File: src/rtl/cv32e40p_pkg.sv
// Shared types and constants for the coprocessor result interface.
// Optional feature macro used by cv32e40p_x_result_if: CV32E40P_X_RESULT_BYPASS_EN.
package cv32e40p_pkg;

  // Default number of result FIFO entries / outstanding offloads
  localparam int unsigned X_RESULT_DEPTH = 4;

  // Register file geometry
  localparam int unsigned X_RD_W   = 5;
  localparam int unsigned X_DATA_W = 32;
  localparam int unsigned NUM_GPR  = 32;

  // One coprocessor result: destination register plus data
  typedef struct packed {
    logic [X_RD_W-1:0]   rd;
    logic [X_DATA_W-1:0] data;
  } x_result_t;

  // Decode a register index into a one-hot GPR mask; x0 is never tracked
  function automatic logic [NUM_GPR-1:0] gpr_onehot(input logic [X_RD_W-1:0] rd);
    logic [NUM_GPR-1:0] mask;
    mask = '0;
    if (rd != '0) begin
      mask[rd] = 1'b1;
    end
    return mask;
  endfunction

endpackage

File: src/rtl/cv32e40p_x_result_fifo.sv
// Result FIFO for coprocessor writebacks. The head entry is visible
// combinationally so the core can consume it in the cycle it appears.
// Head outputs read as zero while the FIFO is empty.
module cv32e40p_x_result_fifo
  import cv32e40p_pkg::*;
#(
  parameter int unsigned DEPTH = X_RESULT_DEPTH
) (
  input  logic      clk,
  input  logic      rst_n,
  input  logic      push,
  input  x_result_t push_data,
  input  logic      pop,
  output x_result_t head,
  output logic      full,
  output logic      empty
);

  localparam int unsigned AW        = $clog2(DEPTH);
  localparam logic [AW:0] DEPTH_CNT = (AW+1)'(DEPTH);

  x_result_t       mem [DEPTH];
  logic [AW-1:0]   wr_ptr_reg;
  logic [AW-1:0]   wr_ptr_next;
  logic [AW-1:0]   rd_ptr_reg;
  logic [AW-1:0]   rd_ptr_next;
  logic [AW:0]     count_reg;
  logic [AW:0]     count_next;
  logic            push_eff;
  logic            pop_eff;

  assign full  = (count_reg == DEPTH_CNT);
  assign empty = (count_reg == '0);

  // A push into a full FIFO or a pop from an empty one is ignored
  assign push_eff = push & ~full;
  assign pop_eff  = pop & ~empty;

  // Pointer and occupancy next-state; pointers wrap naturally (DEPTH is a power of two)
  always_comb begin
    wr_ptr_next = wr_ptr_reg;
    rd_ptr_next = rd_ptr_reg;
    count_next  = count_reg;
    if (push_eff) begin
      wr_ptr_next = wr_ptr_reg + 1'b1;
    end
    if (pop_eff) begin
      rd_ptr_next = rd_ptr_reg + 1'b1;
    end
    case ({push_eff, pop_eff})
      2'b10:   count_next = count_reg + 1'b1;
      2'b01:   count_next = count_reg - 1'b1;
      default: count_next = count_reg;
    endcase
  end

  // Pointer and occupancy registers; reset empties the FIFO
  always_ff @(posedge clk or negedge rst_n) begin
    if (!rst_n) begin
      wr_ptr_reg <= '0;
      rd_ptr_reg <= '0;
      count_reg  <= '0;
    end else begin
      wr_ptr_reg <= wr_ptr_next;
      rd_ptr_reg <= rd_ptr_next;
      count_reg  <= count_next;
    end
  end

  // Storage write; contents need no reset since occupancy gates visibility
  always_ff @(posedge clk) begin
    if (push_eff) begin
      mem[wr_ptr_reg] <= push_data;
    end
  end

  // Head of queue, forced to zero when nothing is stored
  always_comb begin
    head = '0;
    if (!empty) begin
      head = mem[rd_ptr_reg];
    end
  end

endmodule

File: src/rtl/cv32e40p_x_result_if.sv
// Coprocessor result interface for the EX-stage write port.
// Tracks offloaded instructions in a per-GPR scoreboard and an outstanding
// counter, queues returned results in a FIFO and presents them in order.
// Optional feature: define CV32E40P_X_RESULT_BYPASS_EN to let a result that
// arrives while the FIFO is empty reach the write port in the same cycle.
module cv32e40p_x_result_if
  import cv32e40p_pkg::*;
#(
  parameter int unsigned DEPTH = X_RESULT_DEPTH
) (
  input  logic                clk,
  input  logic                rst_n,
  input  logic                issue_valid_i,
  input  logic [X_RD_W-1:0]   issue_rd_i,
  output logic                issue_ready_o,
  input  logic                res_valid_i,
  input  logic [X_RD_W-1:0]   res_rd_i,
  input  logic [X_DATA_W-1:0] res_data_i,
  output logic                res_ready_o,
  output logic                x_rvalid_o,
  output logic [X_RD_W-1:0]   x_rd_o,
  output logic [X_DATA_W-1:0] x_data_o,
  input  logic                x_rready_i,
  output logic [NUM_GPR-1:0]  x_rd_busy_o,
  output logic                x_err_o
);

  localparam int unsigned AW        = $clog2(DEPTH);
  localparam logic [AW:0] DEPTH_CNT = (AW+1)'(DEPTH);

  logic [NUM_GPR-1:0] busy_reg;
  logic [NUM_GPR-1:0] busy_next;
  logic [NUM_GPR-1:0] busy_set;
  logic [NUM_GPR-1:0] busy_clr;
  logic [AW:0]        outstanding_reg;
  logic [AW:0]        outstanding_next;
  logic               err_reg;
  logic               err_next;

  logic               issue_accept;
  logic               res_accept;
  logic               retire;
  logic               fifo_push;
  logic               fifo_pop;
  logic               fifo_full;
  logic               fifo_empty;
  x_result_t          fifo_head;
  x_result_t          res_in;
  x_result_t          wb_result;

  assign res_in = '{rd: res_rd_i, data: res_data_i};

  // Handshakes: issue stalls on a full window or a pending write to the same rd
  assign issue_ready_o = (outstanding_reg < DEPTH_CNT) & ~busy_reg[issue_rd_i];
  assign issue_accept  = issue_valid_i & issue_ready_o;
  assign res_ready_o   = ~fifo_full;
  assign res_accept    = res_valid_i & res_ready_o;
  assign retire        = x_rvalid_o & x_rready_i;

`ifdef CV32E40P_X_RESULT_BYPASS_EN
  // Write-port selection: an arriving result may pass straight through an empty FIFO
  always_comb begin
    x_rvalid_o = ~fifo_empty;
    wb_result  = fifo_head;
    fifo_push  = res_accept;
    fifo_pop   = retire & ~fifo_empty;
    if (fifo_empty && res_valid_i) begin
      x_rvalid_o = 1'b1;
      wb_result  = res_in;
      fifo_push  = res_accept & ~x_rready_i;
    end
  end
`else
  // Write-port selection: results always pass through the FIFO (one-cycle latency)
  always_comb begin
    x_rvalid_o = ~fifo_empty;
    wb_result  = fifo_head;
    fifo_push  = res_accept;
    fifo_pop   = retire;
  end
`endif

  assign x_rd_o   = wb_result.rd;
  assign x_data_o = wb_result.data;

  cv32e40p_x_result_fifo #(
    .DEPTH (DEPTH)
  ) u_fifo (
    .clk       (clk),
    .rst_n     (rst_n),
    .push      (fifo_push),
    .push_data (res_in),
    .pop       (fifo_pop),
    .head      (fifo_head),
    .full      (fifo_full),
    .empty     (fifo_empty)
  );

  // Per-GPR set/clear strobes; x0 is hard-wired clear
  assign busy_set[0] = 1'b0;
  assign busy_clr[0] = 1'b0;
  for (genvar gi = 1; gi < NUM_GPR; gi++) begin : g_busy
    assign busy_set[gi] = issue_accept & (issue_rd_i == X_RD_W'(gi));
    assign busy_clr[gi] = retire & (x_rd_o == X_RD_W'(gi));
  end

  // Scoreboard, outstanding counter and sticky error next-state
  always_comb begin
    busy_next        = (busy_reg & ~busy_clr) | busy_set;
    outstanding_next = outstanding_reg;
    err_next         = err_reg;
    if (issue_accept && !(retire && outstanding_reg != '0)) begin
      outstanding_next = outstanding_reg + 1'b1;
    end else if (!issue_accept && retire && outstanding_reg != '0) begin
      outstanding_next = outstanding_reg - 1'b1;
    end
    // A result for a register nobody is waiting on is a protocol error
    if (res_accept && (res_rd_i != '0) && !busy_reg[res_rd_i]) begin
      err_next = 1'b1;
    end
  end

  // Scoreboard, counter and error registers
  always_ff @(posedge clk or negedge rst_n) begin
    if (!rst_n) begin
      busy_reg        <= '0;
      outstanding_reg <= '0;
      err_reg         <= 1'b0;
    end else begin
      busy_reg        <= busy_next;
      outstanding_reg <= outstanding_next;
      err_reg         <= err_next;
    end
  end

  assign x_rd_busy_o = busy_reg;
  assign x_err_o     = err_reg;

endmodule
File: config.mk
export PLATFORM = sky130hd
export DESIGN_NAME = cv32e40p_x_result_if
export DESIGN_NICKNAME = d
export VERILOG_FILES = /design/src/rtl/cv32e40p_pkg.sv /design/src/rtl/cv32e40p_x_result_fifo.sv /design/src/rtl/cv32e40p_x_result_if.sv
export SDC_FILE = /design/constraint.sdc
export NUM_CORES = 1
export LEC_CHECK = 0
export ABC_CLOCK_PERIOD_IN_PS = 3500
export CORE_AREA = 5 5 182 167
export DETAILED_ROUTE_END_ITERATION = 6
export DIE_AREA = 0 0 187 172
export DONT_BUFFER_PORTS = 1
export PLACE_DENSITY = 0.42
export SETUP_SLACK_MARGIN = 0.2
export SLEW_MARGIN = 20
export SYNTH_ARGS = -nofsm -noshare
export SYNTH_HDL_FRONTEND = slang
export SYNTH_SLANG_ARGS = --single-unit
File: constraint.sdc
create_clock -name clk -period 3.5 [get_ports clk]
set_input_delay 0.35 -clock clk [delete_from_list [all_inputs] [get_ports clk]]
set_output_delay 0.35 -clock clk [all_outputs]
set_load 0.01 [all_outputs]
# Word-level counts from Yosys, hierarchy flattened
# Memory sizes are Yosys's and may differ from the RTL's.
# Cells that the tools add are included.
dict set report op_classes {
  addsub 6
  bitwise_logic 74
  order_cmp 3
  eq_ne 65
  reduce_logical 14
  muxes 10
}
# operator n
set ops {}
lappend ops {{equality test 5 bit (second input constant)} 32}
lappend ops {{equality test 5 x 4 -> 1 bit (second input constant)} 16}
lappend ops {{AND 1 bit} 68}
lappend ops {{equality test 5 x 3 -> 1 bit (second input constant)} 8}
lappend ops {{two-way mux 37 bit} 1}
lappend ops {{AND 32 bit} 1}
lappend ops {{inverter 32 bit} 1}
lappend ops {{bitwise OR 32 bit} 1}
lappend ops {{equality test 5 x 2 -> 1 bit (second input constant)} 4}
lappend ops {{< comparator 5 x 6 -> 1 bit (second input constant)} 2}
lappend ops {{binary-select mux 1 bit (select 5 bit)} 2}
lappend ops {{equality test 5 x 1 -> 1 bit (second input constant)} 2}
lappend ops {{adder 3 x 1 -> 3 bit (second input constant)} 2}
lappend ops {{logical AND 1 bit} 6}
lappend ops {{two-way mux 3 bit} 2}
lappend ops {{case mux 3 bit (2 select lines)} 1}
lappend ops {{subtractor 3 x 1 -> 3 bit (second input constant)} 2}
lappend ops {{nonzero test 5 bit} 1}
lappend ops {{adder 2 x 1 -> 2 bit (second input constant)} 2}
lappend ops {{two-way mux 1 bit} 4}
lappend ops {{nonzero test 2 bit} 2}
lappend ops {{equality test 3 bit (second input constant)} 1}
lappend ops {{zero test 1 bit} 3}
lappend ops {{zero test 3 bit} 1}
lappend ops {{other kinds (5)} 7}
dict set report word_totals {
  ff_bits 43
  mem_bits_rw 148
  out_inout_bits 73
  in_bits 47
  wordCells 179
  memories 1
}
# name words width rd rd_ports_with_merged_regs write_ports line
set mem_list {}
lappend mem_list {u_fifo.mem 4 37 1 0 1 cv32e40p_x_result_fifo.sv:22} ;# x_result_t mem [DEPTH];

# Logic depth before layout (Yosys ltp)
dict set report logic_depth {
  depth_word 10
  ltp_mapped 15
  depth_no_buf 11
}

# By module
# Synthesis repeated with hierarchy kept, for this count alone.
dict set report hier_totals {
  hier_cells 516
  hier_area_um2 8364.3
}
# module cells_each area_each_um2 n_inst seq_area_each_um2
set modules_own_cells {}
lappend modules_own_cells {cv32e40p_x_result_fifo 272 5998.3 1 4619.4}
lappend modules_own_cells {cv32e40p_x_result_if 244 2366.0 1 875.8}

# Least setup slack after synthesis
# OpenSTA, ideal clock, no wires.
dict set report synth_path {
  path_kind {input-to-reg}
  startpoint {input issue_rd_i[1]}
  endpoint {register outstanding_reg[1]}
  slack_ns 0.731
  arrival_time_ns 2.644
  n_path_buf 4
  cell_stages 15
  required_ns 3.375
  setup_ns 0.125
  cell_sequence {buf_6 > buf_6 > mux2i_1 > a22oi_1 > nand3_1 > nand3_2 > or2_1 > buf_6 > clkbuf_1 > o21bai_1 > fa_1 > nor2_1 > nor2_1 > o32ai_1 > nor2_1}
}
dict set report synth_via {
  word_cells_on_any_way 11
  classes_between {mux (3); bitwise (3); reduce/logical (5)}
}
# element line
set synth_rtl {}
lappend synth_rtl {{start: declaration} cv32e40p_x_result_if.sv:14} ;# input logic [X_RD_W-1:0] issue_rd_i,
lappend synth_rtl {{binary-select mux 1 bit (select 5 bit)} cv32e40p_x_result_if.sv:54} ;# assign issue_ready_o = (outstanding_reg < DEPTH_CNT) & ~busy_reg[issue_rd_i];
lappend synth_rtl {{two-way mux 1 bit (not written as such)} cv32e40p_x_result_if.sv:54}
lappend synth_rtl {{inverter 1 bit} cv32e40p_x_result_if.sv:54}
lappend synth_rtl {{AND 1 bit} cv32e40p_x_result_if.sv:54}
lappend synth_rtl {{AND 1 bit} cv32e40p_x_result_if.sv:55} ;# assign issue_accept = issue_valid_i & issue_ready_o;
lappend synth_rtl {{logical AND 1 bit} cv32e40p_x_result_if.sv:112} ;# if (issue_accept && !(retire && outstanding_reg != '0)) begin
lappend synth_rtl {{two-way mux 3 bit} cv32e40p_x_result_if.sv:112}
lappend synth_rtl {{named net outstanding_next[1]} cv32e40p_x_result_if.sv:36} ;# logic [AW:0] outstanding_next;
lappend synth_rtl {{end signal: assignment} cv32e40p_x_result_if.sv:131} ;# outstanding_reg <= outstanding_next;
lappend synth_rtl {{end: declaration} cv32e40p_x_result_if.sv:35} ;# logic [AW:0] outstanding_reg;
# The timed path passes the listed nets, and every way through them passes these cells. The select of a mux whose other input is x is not followed.
# A chain may end at the register's enable or synchronous reset.

# Final worst setup path
dict set report layout_path {
  startpoint {register busy_reg[11] (netlist: x_rd_busy_o[11])}
  endpoint {register outstanding_reg[1]}
}
dict set report layout_via {
  word_cells_on_any_way 11
  classes_between {mux (3); bitwise (3); reduce/logical (5)}
}
# element line
set layout_rtl {}
lappend layout_rtl {{start: declaration} cv32e40p_x_result_if.sv:31} ;# logic [NUM_GPR-1:0] busy_reg;
lappend layout_rtl {{start signal: assignment} cv32e40p_x_result_if.sv:130} ;# busy_reg <= busy_next;
lappend layout_rtl {{binary-select mux 1 bit (select 5 bit)} cv32e40p_x_result_if.sv:54}
lappend layout_rtl {{two-way mux 1 bit (not written as such)} cv32e40p_x_result_if.sv:54}
lappend layout_rtl {{inverter 1 bit} cv32e40p_x_result_if.sv:54}
lappend layout_rtl {{AND 1 bit} cv32e40p_x_result_if.sv:54}
lappend layout_rtl {{AND 1 bit} cv32e40p_x_result_if.sv:55}
lappend layout_rtl {{logical AND 1 bit} cv32e40p_x_result_if.sv:112}
lappend layout_rtl {{two-way mux 3 bit} cv32e40p_x_result_if.sv:112}
lappend layout_rtl {{named net outstanding_next[1]} cv32e40p_x_result_if.sv:36}
# The timed path passes the listed nets, and every way through them passes these cells. The select of a mux whose other input is x is not followed.

==> out/results.tsv <==
stage	metric	value	unit
synth	count of flip-flops with a built-in enable after synthesis	148	
clocking	number of hold buffers added after cts	33	
clocking	clock sink count	190	
placement	post-detail-place hpwl	13900	um
synth	Syn Area/Cell	15.8	um^2
synth	dominant synthesized flop cell	edfxtp_1	
status	run status	finished, final reports clean	
synth	post-synthesis sequential area ratio	65.8	%
setup_path	CP most frequent cell	nor2_1	
job	Max Cap Viol	0	
synth	syn_nets	582	
placement	GPL Wtd Cong	0.865	
die	Initial Util	29.5	%
synth	asr flop ratio synth	22.1	%
setup_path	CP arrival	2.96	ns
synth	Syn Std Cell Area	8350	um^2
detailed_routing	final wirelength	21100	um
detailed_routing	post-route ant nets	0	
cells_and_area	register area	5500	um^2
synth	synth top area cells	edfxtp_1 (53%), dfrtp_1 (13%), mux4_2 (12%)	
cells_and_area	Top reg by flops	u_fifo.mem	
sta	skew final	0.0176	ns
clocking	CTS buffer count	17	
cells_and_area	area of the multi-input gates	2650	um^2
clocking	CTS Buffer Depth	2	
pwr	pwr dens	838	nW/um^2
die	cell row count	59	
die	io pins	120	
pwr	maximum vdd drop	0.307	mV
setup_path	maximum fanout along the worst path	5	
setup_path	Slowest-stage cell, CP	fa_1	
global_route	first-pass GRT wire length	32100	um
die	DIE AREA	32200	um^2
clocking	H-tree lvl count	4	
cells_and_area	max reg flops	148	
die	core area	28300	um^2
clocking	setup repair bufs after CTS	0	
detailed_routing	post-route DRC violation count	0	
setup_path	Required @ worst endpoint	3.80	ns
die	Die Wd	187	um
cells_and_area	fill count	2763	
setup_path	CP Capture Type	flip-flop	
global_route	largest net degree at the start of global routing	43	
synth	post-synth top area share	53.2	%
global_route	number of global-route vias before repair	5071	
global_route	initial antenna violation count	0	
detailed_routing	Via Count	4819	
synth	Netlist cell types	50	
setup_path	CP Class	flip-flop to flip-flop	
setup_path	crit start category	flip-flop	
clocking	clk_lat worst skew	0.43	ns
cells_and_area	share of cells above drive strength 1	18.2	%
setup_path	Worst path top cell family by delay	compound AO/OA/AOI/OAI gates	
sta	PnR worst setup slack	0.841	ns
die	Die Height	172	um
cells_and_area	Util after Layout	34.4	%
pwr	static leakage	3.33	nW
cells_and_area	P&R area growth vs syn	17.0	%
detailed_routing	DRT iter0 DRCs	302	
sta	endpoints failing setup	0	
cells_and_area	antenna cells	0	
cells_and_area	Final nets	622	
global_route	GRT Total Usage	13.2	%
sta	Final Max Slew Viols	0	
sta	unrepaired setup endpoints after global routing	false	
global_route	GRT overflow	0	
synth	Yosys reg bits	190	
sta	Tcrit/Tclk final	76.0	%
sta	slew margin rel.	52.4	%
synth	area leader, netlist	edfxtp_1	
worst_hold_path	min-delay worst type	input port to flip-flop	
detailed_routing	Vias/cell	5.09	
clocking	CTS root buffer	clkbuf_16	
placement	PortBufs	0	
sta	Final min period	2.66	ns
placement	placed inst area	8750	um^2
detailed_routing	TritonRoute pass-1 iters	5	
detailed_routing	Routed WL per cell	22.3	um
sta	Slew @ Worst Pin	0.714	ns
setup_path	CP peak stage delay	0.50	ns
clocking	PostCTS Resize Cnt	0	
synth	Syn Inst Count	528	
sta	fmax	376	MHz
pwr	total power	8.19	mW
sta	Total Neg Setup Slack	0	ns
sta	Final Hold Fails	0	
clocking	CTS tree	done	
synth	Yosys warnings	0	
placement	Place WS	0.761	ns
setup_path	cell breakdown of the critical path	mux2i_1 -> o22ai_1 -> o21ai_1 -> nand3b_4 -> or2_1 -> o21bai_1 -> fa_1 -> nor2_1 -> nor2_1 -> o32ai_1 -> nor2_1	
setup_path	worst path bufs/invs	0	
cells_and_area	Finished Cell Area	9770	um^2
clocking	clock slew at reported path FFs	0.07	ns
## cell type report
type	count	area share (%)
flip-flops and latches	190	56.3
multi-input cells	297	27.1
repair buffers	53	5.41
well taps	366	4.69
clock buffers	18	4.39
clock inverters	14	1.73
inverters	9	0.346
## path summary, 6_finish.rpt
kind,startpoint,to,slack (ns),cells past startpoint
min in group asynchronous,rst_n,x_rd_busy_o[25],0.41,2
worst max register to register,x_rd_busy_o[11],outstanding_reg[1],0.84,11
worst min-delay path,res_rd_i[4],u_fifo.mem[1][36],0.03,0
max in group asynchronous,rst_n,u_fifo.rd_ptr_reg[0],2.85,2
worst max-delay path,x_rd_busy_o[11],outstanding_reg[1],0.84,11
worst min register to register,u_fifo.count_reg[2],u_fifo.count_reg[2],0.52,1
## synthesized netlist by cell type, types with 3 or more instances
library cell    n
a21oi_1         5
a22oi_1         3
and2_1         38
and3_1          5
buf_1           3
buf_2           6
buf_6           5
clkbuf_1       14
dfrtp_1        42
edfxtp_1      148
ha_1            5
inv_1           9
mux2i_1        18
mux4_2         45
nand2_1        21
nand2b_1        7
nand3_1        17
nand4_1         4
nor2_1         18
nor2b_1         6
nor3_1          4
o21ai_0        49
o21ai_1         4
o41ai_1        13
xnor2_1         4
xor2_1          3
## cells by family after synthesis
group,Yosys count,share of synthesized area [%]
xor gates and xnor gates,7,0.734
AOI/OAI and AO/OA,84,6.23
and+or+nand+nor,133,8.87
other,1,0.0449
adders and majority gates,7,1.23
DFF,190,65.8
muxes,65,14.6
buffers and inverters,41,2.50
## routing by layer
metal / up-vias / part of all wire (%) / global-route usage, %
met1: 2528 / 43 / 16.9
met5: - / 0 / 0
li1: 2124 / - / -
met2: 152 / 50 / 22.4
met3: 15 / 5.5 / 3.41
met4: 0 / 1.3 / 3.57
## metrics by stage
step	hold WS (ns)	std cells
final	0.0299	947
after global routing	0.000753	947
after CTS	0.000713	940
after detailed placement	0.0553	875
after global placement	0.0556	875
after floorplan	0.0544	528
## layout by cell type, fill, tap and decap left out, drive strengths merged, types with 6 or more instances in the layout
cell type    instances
mux2i               18
inv                 17
buf                 14
dlygate4sd3         39
nor2                18
dfrtp               42
clkbuf              18
nor2b                6
and2                39
o41ai               15
edfxtp             148
nand2b               7
o21ai               53
nand3               19
mux4                45
nand2               21
## power breakdown
part	internal (mW)	leakage [nW]	switching (mW)	total [mW]
combinational	1.13	1.15	1.55	2.69
sequential	3.03	1.89	0.505	3.54
clock	1.03	0.287	0.938	1.97
total	5.19	3.33	3.00	8.19
Note: power is estimated with default switching activity, not from simulation.
